==> src/rtl/sha256_block_loader_if.sv <==
`default_nettype none
// ============================================================================
// Interface : sha256_block_loader_if
// Summary   : message-word input stream and digest output handshake
// Revision  : 1.0  initial release
// ============================================================================
interface sha256_block_loader_if;
  logic         s_valid;
  logic         s_ready;
  logic [31:0]  s_data;
  logic         s_last;
  logic         m_valid;
  logic         m_ready;
  logic [255:0] m_digest;

  // master = host side (produces words, consumes digest); slave = loader
  modport master (output s_valid, s_data, s_last, m_ready,
                  input  s_ready, m_valid, m_digest);
  modport slave  (input  s_valid, s_data, s_last, m_ready,
                  output s_ready, m_valid, m_digest);
endinterface
`default_nettype wire

==> src/rtl/sha256_block_loader.sv <==
`default_nettype none
// ============================================================================
// Module   : sha256_block_loader
// Summary  : loads padded 512-bit blocks into the sha256 core, issues init/next,
//            polls STATUS and returns the 256-bit digest on a handshake.
// Revision : 1.0  initial release
// ============================================================================
module sha256_block_loader #(
  parameter int POST_CTRL_WAIT = 2,
  parameter int POLL_LIMIT     = 4096
) (
  input  wire                   clk,
  input  wire                   reset,
  sha256_block_loader_if.slave  strm,
  output logic                  busy,
  output logic                  err,
  output logic                  core_cs,
  output logic                  core_we,
  output logic [7:0]            core_address,
  output logic [31:0]           core_write_data,
  input  wire  [31:0]           core_read_data,
  input  wire                   core_error
);
  localparam logic [7:0] c_addr_ctrl   = 8'h08;
  localparam logic [7:0] c_addr_status = 8'h09;
  localparam int         c_wait_w      = $clog2(POST_CTRL_WAIT + 1);
  localparam int         c_poll_w      = $clog2(POLL_LIMIT + 1);

  typedef enum logic [2:0] {
    S_IDLE, S_LOAD, S_CTRL, S_WAIT, S_POLL, S_DIG, S_OUT
  } state_t;

  state_t                r_state, w_state_nx;
  logic [3:0]            r_idx, w_idx_nx;
  logic [c_wait_w-1:0]   r_wait_cnt, w_wait_nx;
  logic [c_poll_w-1:0]   r_poll_cnt, w_poll_nx;
  logic [2:0]            r_dig_idx, w_dig_nx;
  logic                  r_first_blk, w_first_nx;
  logic                  r_last_blk, w_last_nx;
  logic                  w_cs_nx, w_we_nx;
  logic [7:0]            w_addr_nx;
  logic [31:0]           w_wdata_nx;
  logic                  w_timeout, w_capture, w_accept;
  logic [255:0]          r_digest;

  assign strm.s_ready  = (r_state == S_LOAD);
  assign strm.m_valid  = (r_state == S_OUT);
  assign strm.m_digest = r_digest;
  assign busy          = (r_state != S_IDLE);
  assign w_accept      = strm.s_valid && strm.s_ready;

  // Bus signals computed here describe the access on the following cycle.
  always_comb begin
    w_state_nx = r_state;
    w_idx_nx   = r_idx;
    w_wait_nx  = r_wait_cnt;
    w_poll_nx  = r_poll_cnt;
    w_dig_nx   = r_dig_idx;
    w_first_nx = r_first_blk;
    w_last_nx  = r_last_blk;
    w_cs_nx    = 1'b0;
    w_we_nx    = 1'b0;
    w_addr_nx  = 8'h00;
    w_wdata_nx = 32'h0;
    w_timeout  = 1'b0;
    w_capture  = 1'b0;
    case (r_state)
      S_IDLE: begin
        if (strm.s_valid) begin
          w_state_nx = S_LOAD;
          w_idx_nx   = 4'd0;
        end
      end
      S_LOAD: begin
        if (w_accept) begin
          w_cs_nx    = 1'b1;
          w_we_nx    = 1'b1;
          w_addr_nx  = {4'h1, r_idx};
          w_wdata_nx = strm.s_data;
          if (r_idx == 4'd15) begin
            w_last_nx  = strm.s_last;
            w_state_nx = S_CTRL;
          end else begin
            w_idx_nx = r_idx + 4'd1;
          end
        end
      end
      S_CTRL: begin
        w_cs_nx    = 1'b1;
        w_we_nx    = 1'b1;
        w_addr_nx  = c_addr_ctrl;
        w_wdata_nx = r_first_blk ? 32'h5 : 32'h6;
        w_first_nx = 1'b0;
        w_wait_nx  = '0;
        w_state_nx = S_WAIT;
      end
      S_WAIT: begin
        // The CTRL write occupies the first WAIT cycle, then the idle gap follows.
        if (r_wait_cnt == c_wait_w'(POST_CTRL_WAIT)) begin
          w_cs_nx    = 1'b1;
          w_addr_nx  = c_addr_status;
          w_poll_nx  = '0;
          w_state_nx = S_POLL;
        end else begin
          w_wait_nx = r_wait_cnt + c_wait_w'(1);
        end
      end
      S_POLL: begin
        w_poll_nx = r_poll_cnt + c_poll_w'(1);
        if (core_read_data[0]) begin
          if (r_last_blk) begin
            w_cs_nx    = 1'b1;
            w_addr_nx  = 8'h20;
            w_dig_nx   = 3'd0;
            w_state_nx = S_DIG;
          end else begin
            w_idx_nx   = 4'd0;
            w_poll_nx  = '0;
            w_state_nx = S_LOAD;
          end
        end else if (r_poll_cnt == c_poll_w'(POLL_LIMIT - 1)) begin
          w_timeout  = 1'b1;
          w_first_nx = 1'b1;
          w_state_nx = S_IDLE;
        end else begin
          w_cs_nx   = 1'b1;
          w_addr_nx = c_addr_status;
        end
      end
      S_DIG: begin
        w_capture = 1'b1;
        if (r_dig_idx == 3'd7) begin
          w_state_nx = S_OUT;
        end else begin
          w_dig_nx  = r_dig_idx + 3'd1;
          w_cs_nx   = 1'b1;
          w_addr_nx = {5'b00100, w_dig_nx};
        end
      end
      S_OUT: begin
        if (strm.m_ready) begin
          w_first_nx = 1'b1;
          w_state_nx = S_IDLE;
        end
      end
      default: w_state_nx = S_IDLE;
    endcase
  end

  always_ff @(posedge clk or posedge reset) begin
    if (reset) begin
      r_state         <= S_IDLE;
      r_idx           <= 4'd0;
      r_wait_cnt      <= '0;
      r_poll_cnt      <= '0;
      r_dig_idx       <= 3'd0;
      r_first_blk     <= 1'b1;
      r_last_blk      <= 1'b0;
      r_digest        <= '0;
      err             <= 1'b0;
      core_cs         <= 1'b0;
      core_we         <= 1'b0;
      core_address    <= 8'h00;
      core_write_data <= 32'h0;
    end else begin
      r_state         <= w_state_nx;
      r_idx           <= w_idx_nx;
      r_wait_cnt      <= w_wait_nx;
      r_poll_cnt      <= w_poll_nx;
      r_dig_idx       <= w_dig_nx;
      r_first_blk     <= w_first_nx;
      r_last_blk      <= w_last_nx;
      err             <= err | core_error | w_timeout;
      core_cs         <= w_cs_nx;
      core_we         <= w_we_nx;
      core_address    <= w_addr_nx;
      core_write_data <= w_wdata_nx;
      if (w_capture) begin
        r_digest[(7 - int'(r_dig_idx)) * 32 +: 32] <= core_read_data;
      end
    end
  end
endmodule
`default_nettype wire
==> src/flat_wrapper.sv <==
// flat-port wrapper written by rule: the top's interface ports become plain ports
module sha256_block_loader_flat 
#(
  parameter int POST_CTRL_WAIT = 2,
  parameter int POLL_LIMIT     = 4096
)
  (clk, reset, busy, err, core_cs, core_we, core_address, core_write_data, core_read_data, core_error, strm_s_valid, strm_s_data, strm_s_last, strm_m_ready, strm_s_ready, strm_m_valid, strm_m_digest);
  sha256_block_loader_if strm_i ();
  input  wire clk;
  input  wire reset;
  output logic busy;
  output logic err;
  output logic core_cs;
  output logic core_we;
  output logic [7:0] core_address;
  output logic [31:0] core_write_data;
  input  wire  [31:0] core_read_data;
  input  wire core_error;
  input wire logic [$bits(strm_i.s_valid)-1:0] strm_s_valid;
  input wire logic [$bits(strm_i.s_data)-1:0] strm_s_data;
  input wire logic [$bits(strm_i.s_last)-1:0] strm_s_last;
  input wire logic [$bits(strm_i.m_ready)-1:0] strm_m_ready;
  output wire logic [$bits(strm_i.s_ready)-1:0] strm_s_ready;
  output wire logic [$bits(strm_i.m_valid)-1:0] strm_m_valid;
  output wire logic [$bits(strm_i.m_digest)-1:0] strm_m_digest;
  assign strm_i.s_valid = strm_s_valid;
  assign strm_i.s_data = strm_s_data;
  assign strm_i.s_last = strm_s_last;
  assign strm_i.m_ready = strm_m_ready;
  assign strm_s_ready = strm_i.s_ready;
  assign strm_m_valid = strm_i.m_valid;
  assign strm_m_digest = strm_i.m_digest;
  sha256_block_loader #(.POST_CTRL_WAIT(POST_CTRL_WAIT), .POLL_LIMIT(POLL_LIMIT)) u_core (.clk(clk), .reset(reset), .strm(strm_i), .busy(busy), .err(err), .core_cs(core_cs), .core_we(core_we), .core_address(core_address), .core_write_data(core_write_data), .core_read_data(core_read_data), .core_error(core_error));
endmodule
==> config.mk <==
export PLATFORM = sky130hd
export DESIGN_NAME = sha256_block_loader_flat
export DESIGN_NICKNAME = d
export VERILOG_FILES = /design/src/rtl/sha256_block_loader_if.sv /design/src/rtl/sha256_block_loader.sv /design/src/flat_wrapper.sv
export SDC_FILE = /design/constraint.sdc
export NUM_CORES = 1
export LEC_CHECK = 0
export BUFFER_PORTS_ARGS = -buffer_cell sky130_fd_sc_hd__clkbuf_2
export CELL_PAD_IN_SITES_DETAIL_PLACEMENT = 1
export CELL_PAD_IN_SITES_GLOBAL_PLACEMENT = 2
export CORE_ASPECT_RATIO = 0.75
export CORE_UTILIZATION = 35
export CTS_BUF_LIST = sky130_fd_sc_hd__clkbuf_4
export CTS_CLUSTER_SIZE = 24
export DETAILED_ROUTE_END_ITERATION = 10
export GPL_ROUTABILITY_DRIVEN = 0
export PLACE_DENSITY = 0.82
export SKIP_CTS_REPAIR_TIMING = 1
export SYNTH_ARGS = -nofsm -noshare
export SYNTH_HDL_FRONTEND = slang
export SYNTH_SLANG_ARGS = --single-unit
==> constraint.sdc <==
create_clock -name clk -period 12.3 [get_ports clk]
set_input_delay 1.23 -clock clk [delete_from_list [all_inputs] [get_ports clk]]
set_output_delay 1.23 -clock clk [all_outputs]
set_load 0.03 [all_outputs]
==> results by group, run 1 <==
Min path
  – Hold Path End: u_core.strm.m_digest[106]
  – Hold wc startpoint: u_core.strm.m_digest[106]
  – Min-Delay Path Class: reg -> reg
  – Worst Hold Path Cells: 2

Synthesis
  – Synth Instances: 1031
  – Post-synthesis area per instance: 12.9 µm²
  – Main flop type after synthesis: dfrtp_1
  – Seq/Total Area, Yosys: 61.2%
  – Number of synthesized flops with an enable pin: 0
  – Netlist Area Pre-Place: 13300 µm²
  – Yosys warning count: 0
  – Flops & latches, synth: 324
  – Netlist cell types: 54
  – Post-synthesis async set-or-reset flop share: 100%

Critical path
  – WP data arrival: 2.27 ns
  – Reg2Reg Capture Point: u_core.strm.m_digest[107]
  – Worst path cell trace: nor2b_1, and2_1, clkbuf_2
  – WS Path Type: reg -> out
  – Max FO, Critical Path: 23
  – CP max-delay cell: dfrtp_1
  – Worst EP required: 11.07 ns
  – FF-to-FF Start: u_core.r_dig_idx[0]
  – Max incr delay on CP: 0.76 ns
  – CP Launch Type: register
  – Worst setup EP type: output pin
  – R2r worst-path depth: 6
  – R2r setup slk: 9.26 ns

Routing
  – Initial detailed-routing violation count: 418
  – Met3 WL: 3470 µm
  – DRC violation count after routing: 0
  – WL/cell: 20.8 µm
  – Met2 WL: 19100 µm
  – Number of iterations in the first detailed-routing pass: 4
  – Via count: 9869
  – Post-Route WL: 41700 µm
  – Met1 wire length: 18400 µm
  – Highest routed layer: met4
  – Antenna-violating nets left: 0
  – Routed vias/inst: 4.91

STA
  – Clock Skew: 0.0322 ns
  – Final setup viols: 0
  – Post-route worst setup slack: 8.80 ns
  – Final period util: 28.4%
  – Fin Setup TNS: 0 ns
  – Final Max Tran Viols: 0
  – Maximum clock frequency: 286 MHz
  – Slew headroom: 22.9%
  – Final hold viol count: 0
  – RSZ-0062 raised after global routing: false
  – Crit path time final: 3.50 ns
  – Slew of the pin with the lowest slew margin: 1.15 ns
  – Hold_ws: 0.492 ns

Clock tree
  – Max clock buf depth: 3
  – Worst skew pair latency: 0.77 ns
  – Clock sink count: 324
  – CTS Buf Count: 85
  – Root buffer cell: clkbuf_4
  – CTS clk-pin slew, worst paths: 0.07 ns
  – Max H-tree Level: 3
  – Clock tree from TritonCTS: built

Place
  – Placed Area: 15600 µm²
  – Setup WS pre-CTS: 8.40 ns
  – Final HPWL DP: 28000 µm
  – Input/output buffers: 369

Floorplanning
  – Vert. Die Dim: 171 µm
  – Die footprint: 38700 µm²
  – Die Wd: 227 µm
  – Initial Utilization: 35.7%
  – IO Pins: 372
  – FP Rows: 61
  – Core area: 37200 µm²

Power and ir drop
  – Peak VDD IR: 0.116 mV
  – Design Power: 4.36 mW
  – Leak: 8.93 nW
  – PD cells: 261 nW/µm²

Global routing
  – Global-route wire length before repair: 63400 µm
  – Vias in the first global route: 10600
  – Initial antenna violation count: 3
  – GR Overflow Total: 0
  – Largest net degree at the start of global routing: 120
  – GRT Total Usage: 21.8%

Finish
  – Commonest non-fill, non-tap cells in the layout: clkbuf_2 (369), dfrtp_1 (323), mux2_2 (213), clkbuf_4 (125), and2_1 (92)
  – NumNets Final: 1520
  – Area grow syn2layout: 26.1%
  – Layout cells sized above 1: 49.8%
  – Layout fillers: 4141
  – Most common cell after layout, fill and taps aside: clkbuf_2
  – Final Cell Area: 16700 µm²

Status
  – Status: finished, final reports clean

Flow run
  – Max_cap viols: 0
-- power breakdown --
group          switching (mW)  internal (mW)  leakage [nW]
Clock                   0.457          0.483         0.619
Combinational            1.26          0.555          4.11
Sequential              0.213           1.39          4.19
-- cell type report --
cell class | instances | area, µm² | share of cell area, %
Antenna cell | 8 | 20.0 | 0.120
Clock buffer | 125 | 938 | 5.62
Clock inverter | 17 | 104 | 0.621
Inverter | 39 | 154 | 0.921
Multi-Input combinational cell | 608 | 4800 | 28.7
Sequential cell | 324 | 8110 | 48.5
Tap cell | 504 | 631 | 3.77
Timing Repair Buffer | 384 | 1960 | 11.7
-- Yosys cell counts, drive strengths merged (6+ instances only) --
cell    count  share of area (%)
a21oi      12               0.45
and2       94                4.5
and3       31                1.5
buf        19               0.87
clkbuf     42                1.2
dfrtp     323                 61
ha          8               0.76
inv        38                1.1
mux2      213                 18
nand2      46                1.3
nand2b      7               0.33
nand3      51                1.9
nor2       14               0.40
nor3        6               0.23
o21ai      60                2.3
xnor2       6               0.40
-- per-stage QoR --
step,cells,utilization (%)
floorplan,1032,-
global placement,1859,42.1
detailed placement,1859,42.1
CTS,2001,44.9
global route,2006,44.9
finish,2009,45.0
-- worst max path at each step --
stage / start / endpoint / depth (start not counted)
after global placement: reset / u_core.strm.m_digest[103] / 4
after global routing: u_core.r_state[2] / strm_m_valid / 3
after floorplan: reset / u_core.core_address[0] / 1
after detailed placement: reset / u_core.strm.m_digest[230] / 4
final: u_core.r_state[2] / strm_m_valid / 3
after CTS: u_core.r_state[2] / strm_m_valid / 3
-- metal layers --
layer | GRT usage (%) | vias to the layer above
met2 | 33.4 | 322
met4 | 7.14 | 0
met5 | 0 | -
met3 | 8.23 | 47
met1 | 28.4 | 5072
li1 | - | 4428
-- sequential cells by signal (all words and copies together) (netlist names), 2 cells and up --
signal,flops
u_core.r_state,3
u_core.r_idx,4
u_core.core_address,6
u_core.r_dig_idx,3
u_core.r_wait_cnt,2
u_core.strm.m_digest,256
u_core.core_write_data,32
u_core.r_poll_cnt,13
-- kinds of logic (layout without fill, tap and decap cells) --
kind of cell	count (synthesis)	in the layout	share of synthesized area, %
xor gates and xnor gates	6	6	0.397
DFF	324	324	61.2
other	1	10	0.0283
muxes	213	213	18.1
buffers and inverters	100	565	3.16
AOI/OAI and AO/OA	96	96	4.15
and+or+nand+nor	283	283	12.2
adders and majority gates	8	8	0.755
-- worst max-delay path, delay by kind of cell, from the launching register on --
family / cells / cell delay, ns
and+or+nand+nor: 2 / 0.53
buffers and inverters: 1 / 0.20
DFF: 1 / 0.76
No activity file was read; power rests on OpenSTA's default activity.
==> run 2, diff against run 1 <==
- CORE_UTILIZATION: 35 -> 32
- PLACE_DENSITY: 0.82 -> 0.79
- clock period: 12.3 -> 3.2 ns (I/O delays scaled with it)
==> run 2 against run 1 <==
Effect of this change:
- clock power rose to 4.0 times the previous value
- critical path depth unchanged
- non-clock buffer count increased by 76
- flip-flop and latch count stayed put
- global-route usage fell by 1.2 points
- largest power group unchanged
- worst hold slack got worse by 0.38 ns
- cell area increased by 5.7%
- core utilization decreased by 1.7 points
- sequential share of layout area decreased by 2.6 points
- worst setup slack lost 8.6 ns
- wire length is 5.9% higher
==> results by group, run 2 (synthesized netlist as in run 1, its figures left out) <==
Place
  – Input/output buffers: 369
  – Placed Area: 15900 µm²
  – Final HPWL DP: 29400 µm
  – Setup WS pre-CTS: 0.422 ns

Floorplanning
  – Vert. Die Dim: 178 µm
  – IO Pins: 372
  – Initial Utilization: 32.5%
  – Die Wd: 237 µm
  – FP Rows: 64
  – Core area: 40800 µm²
  – Die footprint: 42200 µm²

Routing
  – Antenna-violating nets left: 0
  – Routed vias/inst: 4.84
  – Initial detailed-routing violation count: 388
  – WL/cell: 21.0 µm
  – Number of iterations in the first detailed-routing pass: 6
  – Via count: 10200
  – Post-Route WL: 44200 µm
  – DRC violation count after routing: 0

Power and ir drop
  – Int Power: 9.59 mW
  – PD cells: 970 nW/µm²
  – Clock Power Share: 21.9%
  – Leak: 9.34 nW
  – Switching Fraction: 44.0%
  – Peak VDD IR: 0.366 mV
  – Net Switching: 7.54 mW
  – Reg power frac: 36.0%
  – Comb pwr share: 42.1%

STA
  – Clock Skew: 0.0469 ns
  – Maximum clock frequency: 336 MHz
  – RSZ-0062 raised after global routing: false
  – Final Max Tran Viols: 0
  – Slew of the pin with the lowest slew margin: 0.933 ns
  – Crit path time final: 2.98 ns
  – Fin Setup TNS: 0 ns
  – Slew headroom: 37.7%
  – Post-route worst setup slack: 0.223 ns
  – Final hold viol count: 0
  – Final setup viols: 0
  – Final period util: 93.0%

Critical path
  – CP max-delay cell: nor3b_2
  – CP startpoint: u_core.r_state[0]
  – Stages on worst setup path: 3
  – CP Launch Type: register
  – Reg2Reg Capture Point: u_core.strm.m_digest[192]
  – Worst EP required: 2.88 ns
  – Max incr delay on CP: 0.69 ns
  – R2r setup slk: 0.46 ns
  – FF-to-FF Start: u_core.r_dig_idx[0]
  – CP Capture Point: strm_s_ready
  – CP Buf/Inv Count: 2
  – R2r worst-path depth: 6
  – Worst setup EP type: output pin
  – WS Path Type: reg -> out
  – Worst path cell trace: buf_4, nor3b_2, clkbuf_2
  – WP data arrival: 2.66 ns
  – Max FO, Critical Path: 14
  – CP top delay family: simple AND/OR/NAND/NOR gates

Finish
  – Most common cell after layout, fill and taps aside: clkbuf_2
  – Commonest non-fill, non-tap cells in the layout: clkbuf_2 (369), dfrtp_1 (323), mux2_2 (213), clkbuf_4 (129), and2_1 (92)
  – Layout fillers: 4487
  – Largest register FFs: 256
  – NumNets Final: 1597
  – Final Cell Area: 17700 µm²
  – Final Util: 43.2%
  – Area grow syn2layout: 33.3%
  – Sequential Area: 8110 µm²
  – Layout cells sized above 1: 48.3%
  – Area occupied by multi-input gates: 4800 µm²

Clock tree
  – Max H-tree Level: 3
  – CTS clk-pin slew, worst paths: 0.07 ns
  – Clock sink count: 324
  – Worst skew pair latency: 0.75 ns
  – Root buffer cell: clkbuf_4
  – Max clock buf depth: 3
  – CTS Buf Count: 86
  – Clock tree from TritonCTS: built

Min path
  – Hold wc startpoint: core_read_data[0]
  – Min-Delay Path Class: in -> reg

Global routing
  – GR Overflow Total: 0
  – GRT Total Usage: 20.6%
  – Initial antenna violation count: 2
  – Vias in the first global route: 10900
  – Largest net degree at the start of global routing: 103
  – Global-route wire length before repair: 65800 µm

Status
  – Status: finished, final reports clean

Flow run
  – Max_cap viols: 0
[run 2: cell types whose count changed in the layout (fill, tap and decap cells not counted), sizes merged]
cell	previous run	this run
inv	39	38
clkbuf	494	498
diode	8	4
dlygate4sd3	0	67
bufinv	1	2
buf	15	24
clkinv	14	12
[run 2: worst min-delay path by stage]
stage | end | slack, ns | cells after the start
after global placement | u_core.strm.m_digest[91] | 0.41 | 2
final | u_core.strm.m_digest[128] | 0.11 | 3
after CTS | u_core.strm.m_digest[91] | -0.45 | 2
after global routing | u_core.strm.m_digest[128] | 0.1 | 3
after floorplan | u_core.err | 0.43 | 1
after detailed placement | u_core.strm.m_digest[91] | 0.41 | 2
[run 2: metrics by stage]
step           hold slack [ns]  total power [mW]  cells
6_report                 0.111              17.1   2107
5_1_grt                 0.0953              18.1   2104
4_1_cts                 -0.449              17.3   2036
3_5_place_dp             0.410              13.4   1892
3_3_place_gp             0.411              13.2   1892
2_1_floorplan            0.425              10.7   1032
[run 2: area by class of cell]
class,count,area share [%]
Antenna cell,4,0.0567
Clock buffer,129,5.48
Clock inverter,15,0.737
Inverter,39,0.850
Multi-Input combinational cell,608,27.2
Sequential cell,324,45.9
Tap cell,528,3.74
Timing Repair Buffer,460,16.1
[run 2: power groups by stage]
stage	combinational, mW	clock (mW)	sequential [mW]
5_1_grt	7.68	4.09	6.34
4_1_cts	7.19	3.91	6.17
6_report	7.22	3.75	6.17
2_1_floorplan	2.36	0	8.37
3_5_place_dp	7.17	0	6.23
3_3_place_gp	7.02	0	6.16
[run 2: worst register-to-register path, delay by kind of cell (launching register included)]
family	cells	cell delay (ns)
adder cells (fa/ha/maj)	2	0.65
buffers and inverters	1	0.33
flip-flops	1	0.54
multiplexers	1	0.32
AND/OR/NAND/NOR	2	0.78
[run 2: per-layer routing]
metal,wire length (µm),track usage (%)
met1,19700,27.7
met2,20500,31.9
met3,2780,5.49
met4,1150,7.31
met5,0,0
